## config.mk

```make
export PLATFORM = sky130hd
export DESIGN_NAME = bist_response_analyzer_flat
export DESIGN_NICKNAME = d
export VERILOG_FILES = /design/src/rtl/bist_pkg.sv /design/src/rtl/bist_response_analyzer_if.sv /design/src/rtl/bist_misr.sv /design/src/rtl/bist_response_analyzer.sv /design/src/flat_wrapper.sv
export SDC_FILE = /design/constraint.sdc
export NUM_CORES = 1
export LEC_CHECK = 0
export ABC_CLOCK_PERIOD_IN_PS = 1750
export BUFFER_PORTS_ARGS = -buffer_cell sky130_fd_sc_hd__buf_2
export CORE_ASPECT_RATIO = 1.75
export CORE_MARGIN = 5
export CORE_UTILIZATION = 49
export CTS_CLUSTER_DIAMETER = 200
export CTS_CLUSTER_SIZE = 12
export DETAILED_ROUTE_END_ITERATION = 8
export PLACE_DENSITY = 0.86
export REMOVE_ABC_BUFFERS = 1
export SYNTH_ARGS = -nofsm -noshare
export SYNTH_HDL_FRONTEND = slang
export SYNTH_SLANG_ARGS = --single-unit
```

## constraint.sdc

```tcl
create_clock -name clk -period 1.75 [get_ports clk]
set_input_delay 0.0875 -clock clk [delete_from_list [all_inputs] [get_ports clk]]
set_output_delay 0.0875 -clock clk [all_outputs]
set_load 0.02 [all_outputs]
```

## src/rtl/bist_pkg.sv

```systemverilog
// Shared BIST encodings: pattern modes, analyzer states and default MISR constants.
package bist_pkg;

  typedef enum logic [1:0] {
    MODE_NONE    = 2'b00,
    MODE_RING    = 2'b01,
    MODE_JOHNSON = 2'b10,
    MODE_LFSR    = 2'b11
  } bist_mode_e;

  typedef enum logic [2:0] {
    StIdle,
    StSeed,
    StCompact,
    StCompare,
    StDone
  } ana_state_e;

  localparam logic [15:0] MISR_POLY_DEFAULT = 16'h002D;
  localparam logic [15:0] MISR_SEED_DEFAULT = 16'h0000;

endpackage

```

## src/rtl/bist_response_analyzer_if.sv

```systemverilog
// Pattern-in / result-out bundle of the BIST response analyzer.
interface bist_response_analyzer_if #(
  parameter int unsigned WIDTH = 16
);
  logic             start;
  logic [1:0]       mode;
  logic [WIDTH-1:0] data_in;
  logic             data_valid;
  logic             busy;
  logic             done;
  logic             pass;
  logic             fail;
  logic [WIDTH-1:0] signature;
  logic [7:0]       sample_count;

  modport master (
    output start, mode, data_in, data_valid,
    input  busy, done, pass, fail, signature, sample_count
  );

  modport slave (
    input  start, mode, data_in, data_valid,
    output busy, done, pass, fail, signature, sample_count
  );
endinterface

```

## src/rtl/bist_misr.sv

```systemverilog
// Multiple-input signature register: seeded on load_i, compacts data_i on en_i.
module bist_misr #(
  parameter int unsigned      WIDTH = 16,
  parameter logic [WIDTH-1:0] POLY  = WIDTH'(16'h002D),
  parameter logic [WIDTH-1:0] SEED  = '0
) (
  input  logic             clk,
  input  logic             rst,
  input  logic             load_i,
  input  logic             en_i,
  input  logic [WIDTH-1:0] data_i,
  output logic [WIDTH-1:0] sig_o
);

  logic [WIDTH-1:0] sig_q, sig_d;

  always_comb begin
    sig_d = sig_q;
    if (load_i) begin
      sig_d = SEED;
    end else if (en_i) begin
      sig_d = {sig_q[WIDTH-2:0], 1'b0} ^ (sig_q[WIDTH-1] ? POLY : '0) ^ data_i;
    end
  end

  always_ff @(posedge clk or negedge rst) begin
    if (!rst) sig_q <= SEED;
    else      sig_q <= sig_d;
  end

  assign sig_o = sig_q;

endmodule

```

## src/rtl/bist_response_analyzer.sv

```systemverilog
// Compacts a fixed-length pattern stream into a MISR and checks it against a per-mode golden value.
module bist_response_analyzer
  import bist_pkg::*;
#(
  parameter int unsigned      WIDTH          = 16,
  parameter int unsigned      NUM_PATTERNS   = 16,
  parameter logic [WIDTH-1:0] MISR_POLY      = WIDTH'(MISR_POLY_DEFAULT),
  parameter logic [WIDTH-1:0] MISR_SEED      = WIDTH'(MISR_SEED_DEFAULT),
  parameter logic [WIDTH-1:0] GOLDEN_RING    = '0,
  parameter logic [WIDTH-1:0] GOLDEN_JOHNSON = '0,
  parameter logic [WIDTH-1:0] GOLDEN_LFSR    = '0
) (
  input logic                     clk,
  input logic                     rst,
  bist_response_analyzer_if.slave bus
);

  ana_state_e       state_q, state_d;
  bist_mode_e       mode_q, mode_d;
  logic [7:0]       count_q, count_d;
  logic             pass_q, pass_d;
  logic             fail_q, fail_d;
  logic             misr_load, misr_en;
  logic             accept_start;
  logic [WIDTH-1:0] sig;
  logic [WIDTH-1:0] golden;

  assign accept_start = bus.start && (bus.mode != MODE_NONE);

  always_comb begin
    golden = '0;
    unique case (mode_q)
      MODE_RING:    golden = GOLDEN_RING;
      MODE_JOHNSON: golden = GOLDEN_JOHNSON;
      MODE_LFSR:    golden = GOLDEN_LFSR;
      default:      golden = '0;
    endcase
  end

  always_comb begin
    state_d   = state_q;
    mode_d    = mode_q;
    count_d   = count_q;
    pass_d    = pass_q;
    fail_d    = fail_q;
    misr_load = 1'b0;
    misr_en   = 1'b0;
    unique case (state_q)
      StIdle: begin
        if (accept_start) begin
          mode_d  = bist_mode_e'(bus.mode);
          state_d = StSeed;
        end
      end
      StSeed: begin
        misr_load = 1'b1;
        count_d   = '0;
        state_d   = StCompact;
      end
      StCompact: begin
        if (bus.data_valid) begin
          misr_en = 1'b1;
          count_d = count_q + 8'd1;
          if (count_d == 8'(NUM_PATTERNS)) state_d = StCompare;
        end
      end
      StCompare: begin
        pass_d  = (sig == golden);
        fail_d  = (sig != golden);
        state_d = StDone;
      end
      StDone: begin
        // Result holds until a real restart; done drops with the state change.
        if (accept_start) begin
          mode_d  = bist_mode_e'(bus.mode);
          pass_d  = 1'b0;
          fail_d  = 1'b0;
          state_d = StSeed;
        end
      end
      default: state_d = StIdle;
    endcase
  end

  always_ff @(posedge clk or negedge rst) begin
    if (!rst) begin
      state_q <= StIdle;
      mode_q  <= MODE_NONE;
      count_q <= '0;
      pass_q  <= 1'b0;
      fail_q  <= 1'b0;
    end else begin
      state_q <= state_d;
      mode_q  <= mode_d;
      count_q <= count_d;
      pass_q  <= pass_d;
      fail_q  <= fail_d;
    end
  end

  bist_misr #(
    .WIDTH (WIDTH),
    .POLY  (MISR_POLY),
    .SEED  (MISR_SEED)
  ) u_misr (
    .clk    (clk),
    .rst    (rst),
    .load_i (misr_load),
    .en_i   (misr_en),
    .data_i (bus.data_in),
    .sig_o  (sig)
  );

  assign bus.busy         = (state_q == StSeed) || (state_q == StCompact) ||
                            (state_q == StCompare);
  assign bus.done         = (state_q == StDone);
  assign bus.pass         = pass_q;
  assign bus.fail         = fail_q;
  assign bus.signature    = sig;
  assign bus.sample_count = count_q;

endmodule

```

## src/flat_wrapper.sv

```systemverilog
// flat-port wrapper written by rule: the top's interface ports become plain ports
module bist_response_analyzer_flat import bist_pkg::*;
#(
  parameter int unsigned      WIDTH          = 16,
  parameter int unsigned      NUM_PATTERNS   = 16,
  parameter logic [WIDTH-1:0] MISR_POLY      = WIDTH'(MISR_POLY_DEFAULT),
  parameter logic [WIDTH-1:0] MISR_SEED      = WIDTH'(MISR_SEED_DEFAULT),
  parameter logic [WIDTH-1:0] GOLDEN_RING    = '0,
  parameter logic [WIDTH-1:0] GOLDEN_JOHNSON = '0,
  parameter logic [WIDTH-1:0] GOLDEN_LFSR    = '0
)
  (clk, rst, bus_start, bus_mode, bus_data_in, bus_data_valid, bus_busy, bus_done, bus_pass, bus_fail, bus_signature, bus_sample_count);
  bist_response_analyzer_if #(.WIDTH(WIDTH)) bus_i ();
  input logic clk;
  input logic rst;
  input wire logic [$bits(bus_i.start)-1:0] bus_start;
  input wire logic [$bits(bus_i.mode)-1:0] bus_mode;
  input wire logic [$bits(bus_i.data_in)-1:0] bus_data_in;
  input wire logic [$bits(bus_i.data_valid)-1:0] bus_data_valid;
  output wire logic [$bits(bus_i.busy)-1:0] bus_busy;
  output wire logic [$bits(bus_i.done)-1:0] bus_done;
  output wire logic [$bits(bus_i.pass)-1:0] bus_pass;
  output wire logic [$bits(bus_i.fail)-1:0] bus_fail;
  output wire logic [$bits(bus_i.signature)-1:0] bus_signature;
  output wire logic [$bits(bus_i.sample_count)-1:0] bus_sample_count;
  assign bus_i.start = bus_start;
  assign bus_i.mode = bus_mode;
  assign bus_i.data_in = bus_data_in;
  assign bus_i.data_valid = bus_data_valid;
  assign bus_busy = bus_i.busy;
  assign bus_done = bus_i.done;
  assign bus_pass = bus_i.pass;
  assign bus_fail = bus_i.fail;
  assign bus_signature = bus_i.signature;
  assign bus_sample_count = bus_i.sample_count;
  bist_response_analyzer #(.WIDTH(WIDTH), .NUM_PATTERNS(NUM_PATTERNS), .MISR_POLY(MISR_POLY), .MISR_SEED(MISR_SEED), .GOLDEN_RING(GOLDEN_RING), .GOLDEN_JOHNSON(GOLDEN_JOHNSON), .GOLDEN_LFSR(GOLDEN_LFSR)) u_core (.clk(clk), .rst(rst), .bus(bus_i));
endmodule
```

==> results of run 1 <==
-- cell usage after synthesis, types with 2 or more instances --
library cell / n / area, um2
a21oi_1: 3 / 15.0
a31oi_1: 5 / 31.3
and3_1: 3 / 18.8
buf_4: 2 / 15.0
buf_6: 2 / 22.5
clkbuf_1: 4 / 15.0
dfrtp_1: 29 / 726
nand2_1: 27 / 101
nand2b_1: 3 / 18.8
nand3_1: 3 / 15.0
nand3b_1: 2 / 15.0
nand4_1: 2 / 12.5
nor2_1: 9 / 33.8
nor4_1: 4 / 25.0
o21ai_0: 25 / 125
o31ai_1: 2 / 15.0
xnor2_1: 16 / 140
xor2_1: 3 / 26.3
-- logic make-up after synthesis --
family | Yosys count
AOI/OAI and AO/OA | 40
xor gates and xnor gates | 19
adders and majority gates | 1
buffers and inverters | 9
DFF | 29
and+or+nand+nor | 58
-- state kept, by name (all words and copies together) (netlist names) --
register                 cells
u_core.bus.fail              1
u_core.bus.pass              1
u_core.bus.sample_count      8
u_core.state_q               3
u_core.u_misr.sig_o         16
-- per-stage QoR --
stage | utilization, % | setup TNS, ns | cell area (um2) | worst slack, ns | hold WS, ns
floorplan | - | -0.589 | 1420 | -0.106 | -0.208
global placement | 58.5 | 0 | 1710 | 0.367 | 0.137
detailed placement | 58.5 | 0 | 1710 | 0.306 | 0.144
CTS | 62.3 | 0 | 1820 | 0.260 | 0.0912
global route | 62.3 | 0 | 1820 | 0.126 | 0.112
finish | 62.3 | 0 | 1820 | 0.276 | 0.0920
-- worst max-delay path by stage --
stage	start	depth (start not counted)	endpoint
floorplan	u_core.state_q[2]$_DFFE_PN0P_	4	u_core.bus.sample_count[5]$_DFFE_PN0P_
global placement	u_core.state_q[0]$_DFFE_PN0P_	4	u_core.bus.sample_count[2]$_DFFE_PN0P_
detailed placement	u_core.state_q[2]$_DFFE_PN0P_	5	u_core.state_q[0]$_DFFE_PN0P_
CTS	u_core.state_q[2]$_DFFE_PN0P_	4	u_core.bus.sample_count[3]$_DFFE_PN0P_
global route	u_core.state_q[0]$_DFFE_PN0P_	4	u_core.bus.sample_count[2]$_DFFE_PN0P_
finish	u_core.state_q[2]$_DFFE_PN0P_	4	u_core.bus.sample_count[3]$_DFFE_PN0P_
-- layout by cell type, fill, tap and decap left out, drive strengths merged --
master        n
nor4          4
nor3b         1
xor2          3
a22o          1
dfrtp        29
a21oi         3
and2          1
nand3         3
buf          51
nor2          9
and4          1
clkinv        1
ha            1
nand3b        2
xnor2        16
nand4bb       1
a31oi         5
and3          3
dlygate4sd3   1
clkbuf        7
o21ai        27
nand2b        3
o31ai         2
nand2        27
nor2b         1
o21a          2
nand4         2
-- worst register-to-register path: stages (launching register included) --
cell	delay (ns)
dfrtp_1	0.45
nand4bb_1	0.31
o21a_4	0.27
o21ai_0	0.21
o21ai_0	0.11
-- where the power goes --
group / internal [W] / switching, W / total [W] / leakage, nW
registers: 0.000909 / 0.000312 / 0.00122 / 0.377
logic: 0.000542 / 0.000790 / 0.00133 / 0.477
clock network: 0.000354 / 0.000244 / 0.000598 / 0.0542
-- routing by layer --
metal  GRT usage [%]  vias up  share of wire, %
met3            5.57        8               6.2
met1            18.6      623                38
met2            31.3       43                53
li1                -      639                 -
met5               0        -                 0
met4            9.45        0               2.7
-- layout make-up --
cell class	instances	area (um2)
fillers	250	1100
multi-input cells	118	691
flip-flops and latches	29	726
clock inverters	1	5.00
well taps	28	35.0
clock buffers	7	96.3
repair buffers	52	270
==> results_dict.tcl, run 1 <==
set metrics [dict create \
    outcome "finished, final reports clean" \
    critPathBufInv 0 \
    io_buffer_count 49 \
    gp_congestion 0.832 \
    slew_headroom_pct 57.6 \
    fmax_mhz 679 \
    reg2regPathDepth 4 \
    cp_top_family "compound AO/OA/AOI/OAI gates" \
    tightest_slew_ns 0.636 \
    dr.pass1.iters 4 \
    grt_pass1_vias 1304 \
    synth_ff_type "dfrtp_1" \
    synth_enable_flop_cells 0 \
    min_to "u_core.u_misr.sig_o[1]$_DFFE_PN0P_" \
    pin_count 50 \
    rsz0062_at_grt "false" \
    drv_cap 0 \
    core-area_um2 2930 \
    wl_per_cell_um 14.7 \
    cp-start-kind "flop" \
    synth_warnings 0 \
    cts_tree "yes" \
    die_w_um 51.5 \
    grt_max_degree 30 \
    setup_violations 0 \
    syn2layout_area_growth_pct 23.7 \
    finalCritPeriodShare_pct 84.2 \
    cts_hold_buf 1 \
    yosysSeqAreaShare_pct 49.2 \
    syn_area_um2 1470 \
    cts_buffer_depth 2 \
    yosysUniqueCellTypes 30 \
    hp-start "bus_data_in[1]" \
    hpwlAfterDp_mm 2.52 \
    layout-drive-gt1-share_pct 29.5 \
    timing.critical_path.mode_cell "o21ai_0" \
    ys_ff_latch 29 \
    die-height_um 82.6 \
    worstHoldPathCells 3 \
    ant_nets 0 \
    hp-class "in2reg" \
    r2r_slack_ns 0.28 \
    clkSinkCount 29 \
    fin_crit_ns 1.47 \
    vias_per_cell 5.59 \
    crit_fanout 24 \
    drv_slew 0 \
    synth_top_family_by_area "simple AND/OR/NAND/NOR gates" \
    rows 26 \
    nNetsFinal 229 \
    synth-simple-area-share_pct 19.0 \
    cts_buffers 5 \
    synth_mux_area_share_pct 0 \
    hold_violations 0 \
    initial_core_util_pct 50.3 \
    drt_iter0_markers 32 \
    total_power_w 0.00315 \
    synth.avg_cell_area_um2 9.45 \
    slowest_stage "dfrtp_1" \
    ir_worst_vdd_v 0.000964 \
    power_density_nw_per_um2 1730 \
    postSynthCellCount 156 \
    n_antenna_cell 0 \
    crit_type "reg2reg" \
    post-cts-setup-buffers 0 \
    die-area_um2 4250 \
    dp.cells 226 \
    cp-end-kind "flop" \
    final_cells 235 \
    cpPeakStageDelay_ns 0.45 \
    drc 0 \
    fin_worst_skew_ns 0.00666 \
    root_buffer "clkbuf_8" \
    cp_cell_sequence "nand4bb_1, o21a_4, o21ai_0, o21ai_0" \
    crit_required_ns 1.90 \
    grtUsageTotal_pct 17.8 \
    synthXorXnorAreaFrac_pct 11.3 \
    clock_latency_ns 0.28 \
    wirelength_mm 3.44 \
    num_vias 1313 \
    clkTransAtPathRegs_ns 0.06 \
    grt_pass1_wl_mm 5.65 \
    rr_endpoint "u_core.bus.sample_count[3]$_DFFE_PN0P_" \
    synthArstFlopShare_pct 100 \
    cts_resized 0 \
    synth-compound-area-share_pct 15.7 \
    grt-ovfl-total 0 \
    cp_data_arrival_time_ns 1.62 \
    antenna_found_initial 0 \
    synthAdderAreaFrac_pct 0.849 \
    htree_levels 2 \
    rr_startpoint "u_core.state_q[2]$_DFFE_PN0P_" \
    leakage_nw 0.908 \
]
No activity file was read; power rests on OpenSTA's default activity.
==> run 2, diff against run 1 <==
--- a/config.mk
+++ b/config.mk
@@ -5,15 +5,16 @@
 export SDC_FILE = /design/constraint.sdc
 export NUM_CORES = 1
 export LEC_CHECK = 0
-export ABC_CLOCK_PERIOD_IN_PS = 1750
+export ABC_AREA = 1
+export ABC_CLOCK_PERIOD_IN_PS = 1400
 export BUFFER_PORTS_ARGS = -buffer_cell sky130_fd_sc_hd__buf_2
 export CORE_ASPECT_RATIO = 1.75
 export CORE_MARGIN = 5
-export CORE_UTILIZATION = 49
+export CORE_UTILIZATION = 50
 export CTS_CLUSTER_DIAMETER = 200
 export CTS_CLUSTER_SIZE = 12
 export DETAILED_ROUTE_END_ITERATION = 8
-export PLACE_DENSITY = 0.86
+export PLACE_DENSITY = 0.87
 export REMOVE_ABC_BUFFERS = 1
 export SYNTH_ARGS = -nofsm -noshare
 export SYNTH_HDL_FRONTEND = slang
==> constraint.sdc (replaced) <==
create_clock -name clk -period 1.4 [get_ports clk]
set_input_delay 0.07 -clock clk [delete_from_list [all_inputs] [get_ports clk]]
set_output_delay 0.07 -clock clk [all_outputs]
set_load 0.02 [all_outputs]
==> run 2 against run 1 <==
  * Core utilization rose by 8.2 points
  * Global-route usage rose by 0.74 points
  * Critical path depth rose by 6
  * First-iteration DRC count rose by 94%
  * Largest power group unchanged
  * Highest routed layer unchanged
==> results_dict.tcl, run 2 <==
set metrics [dict create \
    hold_violations 0 \
    cpPeakStageDelay_ns 0.41 \
    core-area_um2 2930 \
    syn_area_um2 1510 \
    dp.cells 260 \
    place_ws_ns 0.0282 \
    cts_buffers 5 \
    die_w_um 51.5 \
    io_buffer_count 49 \
    cts_tree "yes" \
    final_cell_mix "buf_2, nand2_1, dfrtp_1, inv_1, o21ai_0" \
    fin_crit_ns 1.40 \
    hold_slack_ns 0.0715 \
    hp-class "in2reg" \
    dr.pass1.iters 4 \
    synth.avg_cell_area_um2 8.41 \
    rows 26 \
    wirelength_mm 4.04 \
    drt_iter0_markers 62 \
    endpoint "u_core.state_q[0]$_DFFE_PN0P_" \
    gp_congestion 0.841 \
    fin_ws_ns 0.00306 \
    die-height_um 82.6 \
    drv_cap 0 \
    cp-start-kind "flop" \
    cp-end-kind "flop" \
    largest_reg_flops 16 \
    grt_max_degree 30 \
    yosysSeqAreaShare_pct 48.2 \
    ir_worst_vdd_v 0.00144 \
    grtUsageTotal_pct 18.5 \
    fin_worst_skew_ns 0.00839 \
    final_cells 272 \
    wl_per_cell_um 14.9 \
    reg2regPathDepth 10 \
    timing.critical_path.mode_cell "nand2_1" \
    synthArstFlopShare_pct 100 \
    num_vias 1481 \
    synth_area_leaders "dfrtp_1, nand2_1, xnor2_1, o21ai_0, inv_1" \
    syn2layout_area_growth_pct 37.2 \
    synth_ff_type "dfrtp_1" \
    antenna_found_initial 0 \
    slowest_stage "dfrtp_1" \
    yosysUniqueCellTypes 24 \
    crit_required_ns 1.61 \
    crit_fanout 5 \
    utilization_pct 70.5 \
    drv_slew 0 \
    finalCritPeriodShare_pct 99.8 \
    setup_violations 0 \
    drc 0 \
    slew_headroom_pct 58.3 \
    clock_latency_ns 0.28 \
    power_density_nw_per_um2 2090 \
    total_power_w 0.00431 \
    cts_buffer_depth 2 \
    vias_per_cell 5.44 \
    yosys-top-cells-count "nand2_1, dfrtp_1, inv_1, o21ai_0, xnor2_1" \
    r2r_slack_ns 0.003 \
    synth_warnings 0 \
    die-area_um2 4250 \
    pin_count 50 \
    cp_data_arrival_time_ns 1.61 \
    n_antenna_cell 0 \
    grt_pass1_vias 1353 \
    rsz0062_at_grt "true" \
    initial_core_util_pct 51.4 \
    layout-drive-gt1-share_pct 37.3 \
    synth_enable_flop_cells 0 \
    ys_ff_latch 29 \
    crit_type "reg2reg" \
    rr_endpoint "u_core.state_q[0]$_DFFE_PN0P_" \
    nNetsFinal 266 \
    postSynthCellCount 179 \
    final_common_cell "buf_2" \
    synth_top_cell_by_area "dfrtp_1" \
    critPathLaunch "u_core.bus.sample_count[0]$_DFFE_PN0P_" \
    hpwlAfterDp_mm 2.79 \
    grt_pass1_wl_mm 5.92 \
    root_buffer "clkbuf_8" \
    rr_startpoint "u_core.bus.sample_count[0]$_DFFE_PN0P_" \
    grt-ovfl-total 0 \
    cp_cell_sequence "buf_6, nand3_4, nand2_1, nand2_1, nand3_2, nor2_2, nand2_1, nand2_1, nand2_1, nor2_1" \
    tightest_slew_ns 0.625 \
    clkSinkCount 29 \
    outcome "finished, final reports clean" \
    clkTransAtPathRegs_ns 0.07 \
    fmax_mhz 716 \
    synth_top_area_share_pct 48.2 \
    ant_nets 0 \
    htree_levels 2 \
    synth_most_common_cell "nand2_1" \
    leakage_nw 1.06 \
]
## run 2: cell type report
cell class	instances	area [um2]
tap	28	35.0
clock inverter	1	30.0
clock buffer	7	86.3
fill	219	863
multi-input combinational	129	769
inverter	17	70.1
timing repair buffer	61	345
sequential	29	728
## run 2: critical path, delay by kind of cell (launching register included)
kind                   cells  cell delay [ns]
buffers and inverters      1             0.15
flip-flops                 1             0.41
AND/OR/NAND/NOR            9             0.77
## run 2: metrics by stage
stage	TNS (ns)	area (um2)
finish	0	2060
global route	-0.139	2060
CTS	0	1950
detailed placement	0	1820
global placement	0	1820
floorplan	-0.0794	1480
## run 2: worst min path at each step
stage / from / endpoint / slack (ns) / depth (start not counted)
floorplan: rst / u_core.bus.fail$_DFFE_PN0P_ / -0.23 / 0
global placement: rst / u_core.bus.sample_count[5]$_DFFE_PN0P_ / 0.12 / 1
detailed placement: rst / u_core.bus.sample_count[5]$_DFFE_PN0P_ / 0.13 / 1
CTS: bus_data_in[15] / u_core.u_misr.sig_o[15]$_DFFE_PN0P_ / 0.07 / 3
global route: bus_data_in[9] / u_core.u_misr.sig_o[9]$_DFFE_PN0P_ / 0.08 / 3
finish: bus_data_in[15] / u_core.u_misr.sig_o[15]$_DFFE_PN0P_ / 0.07 / 3
## run 2: kinds of logic (layout without fill, tap and decap cells)
family / count (synthesis) / after routing / synth area share [%]
flip-flops: 29 / 29 / 48.2
XOR/XNOR: 17 / 17 / 9.89
buffers and inverters: 21 / 86 / 6.15
adder cells (fa/ha/maj): 1 / 1 / 0.831
AND/OR/NAND/NOR: 81 / 81 / 24.3
AO/OA/AOI/OAI: 30 / 30 / 10.6
## run 2: routing by layer
| layer | vias to the layer above | GRT usage [%] | routed length, um |
|---|---|---|---|
| met5 | - | 0 | 0 |
| met4 | 0 | 7.61 | 106 |
| met3 | 11 | 3.77 | 232 |
| met2 | 51 | 35.2 | 2290 |
| met1 | 704 | 19.3 | 1410 |
| li1 | 715 | - | - |
## run 2: repair_timing
| item | in CTS | in global routing |
|---|---|---|
| setup buffers | 0 | 3 |
| endpoints found under the setup margin | 1 | 4 |
| resized for setup | 1 | 25 |
| hold buffers | 1 | 0 |
| hold endpoints to repair | 29 | 0 |
| pin swaps | 0 | 9 |
## run 2: where the power goes
part           switching [W]  internal, W
combinational        0.00120     0.000800
clock               0.000314     0.000579
sequential          0.000319      0.00110
==> run 3, diff against run 2 <==
--- a/config.mk
+++ b/config.mk
@@ -8,13 +8,15 @@
 export ABC_AREA = 1
 export ABC_CLOCK_PERIOD_IN_PS = 1400
 export BUFFER_PORTS_ARGS = -buffer_cell sky130_fd_sc_hd__buf_2
+export CELL_PAD_IN_SITES_DETAIL_PLACEMENT = 1
+export CELL_PAD_IN_SITES_GLOBAL_PLACEMENT = 2
 export CORE_ASPECT_RATIO = 1.75
 export CORE_MARGIN = 5
-export CORE_UTILIZATION = 50
+export CORE_UTILIZATION = 28
 export CTS_CLUSTER_DIAMETER = 200
 export CTS_CLUSTER_SIZE = 12
 export DETAILED_ROUTE_END_ITERATION = 8
-export PLACE_DENSITY = 0.87
+export PLACE_DENSITY = 0.86
 export REMOVE_ABC_BUFFERS = 1
 export SYNTH_ARGS = -nofsm -noshare
 export SYNTH_HDL_FRONTEND = slang
==> run 3 against run 2 <==
  * Critical endpoint unchanged
  * Via count fell by 0.14%
  * Critical path depth unchanged
  * Combinational power is 3% higher
  * Core utilization decreased by 31 points
  * Wire length increased by 5.3%
==> results_dict.tcl, run 3 (same netlist as run 2, synthesis figures left out) <==
set metrics [dict create \
    largest_reg_flops 16 \
    ir_worst_vdd_v 0.000792 \
    reg2regPathDepth 10 \
    seq_area_um2 731 \
    tightest_slew_ns 0.656 \
    design_area_um2 2070 \
    grt_pass1_wl_mm 7.33 \
    crit_fanout 4 \
    seqPwrFrac_pct 33.9 \
    drv_cap 0 \
    crit_type "reg2reg" \
    layout-drive-gt1-share_pct 35.5 \
    root_buffer "clkbuf_8" \
    num_vias 1479 \
    wirelength_mm 4.26 \
    place_ws_ns 0.0521 \
    leakage_nw 1.07 \
    cts_buffers 5 \
    cts_buffer_depth 2 \
    antenna_found_initial 0 \
    slowest_stage "dfrtp_1" \
    worstHoldPathCells 3 \
    hpwlAfterDp_mm 3.30 \
    cp-end-kind "flop" \
    die-area_um2 7000 \
    multi_input_area_um2 737 \
    finalCritPeriodShare_pct 92.8 \
    cp-start-kind "flop" \
    cts_tree "yes" \
    crit_required_ns 1.61 \
    drv_slew 0 \
    rsz0062_at_grt "true" \
    fin_crit_ns 1.30 \
    clkTransAtPathRegs_ns 0.06 \
    power.switching_w 0.00181 \
    total_power_w 0.00415 \
    grt_pass1_vias 1621 \
    drc 0 \
    n_fill_cell 667 \
    fin_worst_skew_ns 0.00399 \
    dr.pass1.iters 4 \
    fmax_mhz 770 \
    wl_per_cell_um 14.0 \
    slew_headroom_pct 56.2 \
    die_w_um 65.4 \
    internal-power_w 0.00234 \
    timing.critical_path.mode_cell "nand2_1" \
    clkSinkCount 29 \
    cpPeakStageDelay_ns 0.43 \
    final_cell_mix "nand2_1, buf_2, dfrtp_1, inv_1, buf_4" \
    vias_per_cell 4.88 \
    ant_nets 0 \
    grt-ovfl-total 0 \
    post_dp_cell_area_um2 1880 \
    fin_ws_ns 0.101 \
    combinationalPowerShare_pct 49.4 \
    syn2layout_area_growth_pct 37.7 \
    cp_cell_sequence "ha_4, nand3_4, nand2_1, nand2_1, nand3_1, nor2_1, nand2_1, nand2_1, nand2_1, nor2_1" \
    grt_max_degree 30 \
    gp_congestion 0.735 \
    outcome "finished, final reports clean" \
    grtUsageTotal_pct 13.4 \
    rows 35 \
    core-area_um2 5260 \
    io_buffer_count 49 \
    clock_latency_ns 0.28 \
    initial_core_util_pct 28.6 \
    cp_data_arrival_time_ns 1.51 \
    switching_share_pct 43.6 \
    htree_levels 2 \
    die-height_um 107 \
    clockPowerShare_pct 16.7 \
    setup_violations 0 \
    power_density_nw_per_um2 2000 \
    hp-class "in2reg" \
    drt_iter0_markers 20 \
    nNetsFinal 271 \
    n_antenna_cell 0 \
    hold_violations 0 \
    pin_count 50 \
]
run 3: cell types whose count changed in the layout (fill, tap and decap cells not counted), moves of 2 or more:
cell / previous run / this run
nand2_2: 5 / 1
dfrtp_1: 27 / 25
nor2_1: 8 / 10
dfrtp_2: 2 / 4
buf_4: 9 / 14
nand2_1: 45 / 49
run 3: critical path: cells and delay by family, from the launching register on:
| family | cells | cell delay (ns) |
|---|---|---|
| AND/OR/NAND/NOR | 9 | 0.61 |
| flip-flops | 1 | 0.43 |
| adder cells (fa/ha/maj) | 1 | 0.20 |
run 3: metrics by stage:
stage | util (%) | cells | setup TNS (ns) | hold WS [ns]
floorplan | - | 175 | -0.0794 | -0.226
global route | 39.4 | 303 | -0.0428 | 0.0686
detailed placement | 35.8 | 291 | 0 | 0.143
finish | 39.4 | 303 | 0 | 0.0698
global placement | 35.8 | 291 | 0 | 0.146
CTS | 37.7 | 299 | 0 | 0.0620
run 3: area by class of cell:
class	count	area share [%]
Timing Repair Buffer	66	18.5
Sequential cell	29	35.3
Multi-Input combinational cell	129	35.6
Inverter	17	3.20
Clock buffer	7	4.17
Tap cell	55	3.32
run 3: path summary, 6_finish.rpt:
check / from / endpoint / slack, ns
max reg2reg: u_core.bus.sample_count[1]$_DFFE_PN0P_ / u_core.state_q[0]$_DFFE_PN0P_ / 0.10
min in group asynchronous: rst / u_core.bus.sample_count[5]$_DFFE_PN0P_ / 0.36
min reg2reg: u_core.bus.fail$_DFFE_PN0P_ / u_core.bus.fail$_DFFE_PN0P_ / 0.55
max in group asynchronous: rst / u_core.state_q[2]$_DFFE_PN0P_ / 0.58
max: u_core.bus.sample_count[1]$_DFFE_PN0P_ / u_core.state_q[0]$_DFFE_PN0P_ / 0.10
min: bus_data_in[6] / u_core.u_misr.sig_o[6]$_DFFE_PN0P_ / 0.07
run 3: power groups by stage:
| stage | Clock [W] | Combinational, W | Sequential, W |
|---|---|---|---|
| 2_1_floorplan | 0 | 0.000881 | 0.00165 |
| 6_report | 0.000695 | 0.00205 | 0.00141 |
| 4_1_cts | 0.000724 | 0.00199 | 0.00137 |
| 3_3_place_gp | 0 | 0.00194 | 0.00137 |
| 5_1_grt | 0.000764 | 0.00228 | 0.00145 |
| 3_5_place_dp | 0 | 0.00198 | 0.00139 |
run 3: repair_timing:
action,in CTS,in global routing
buffers inserted,0,4
gates resized for setup,0,19
hold endpoints to repair,29,0
hold buffers,1,0
setup endpoints to repair,0,3
run 3: metal layers:
metal	track usage (%)	share of wire, %
met1	13.3	38
met2	25.3	56
met3	2.20	3.1
met4	7.57	3.0
met5	0	0
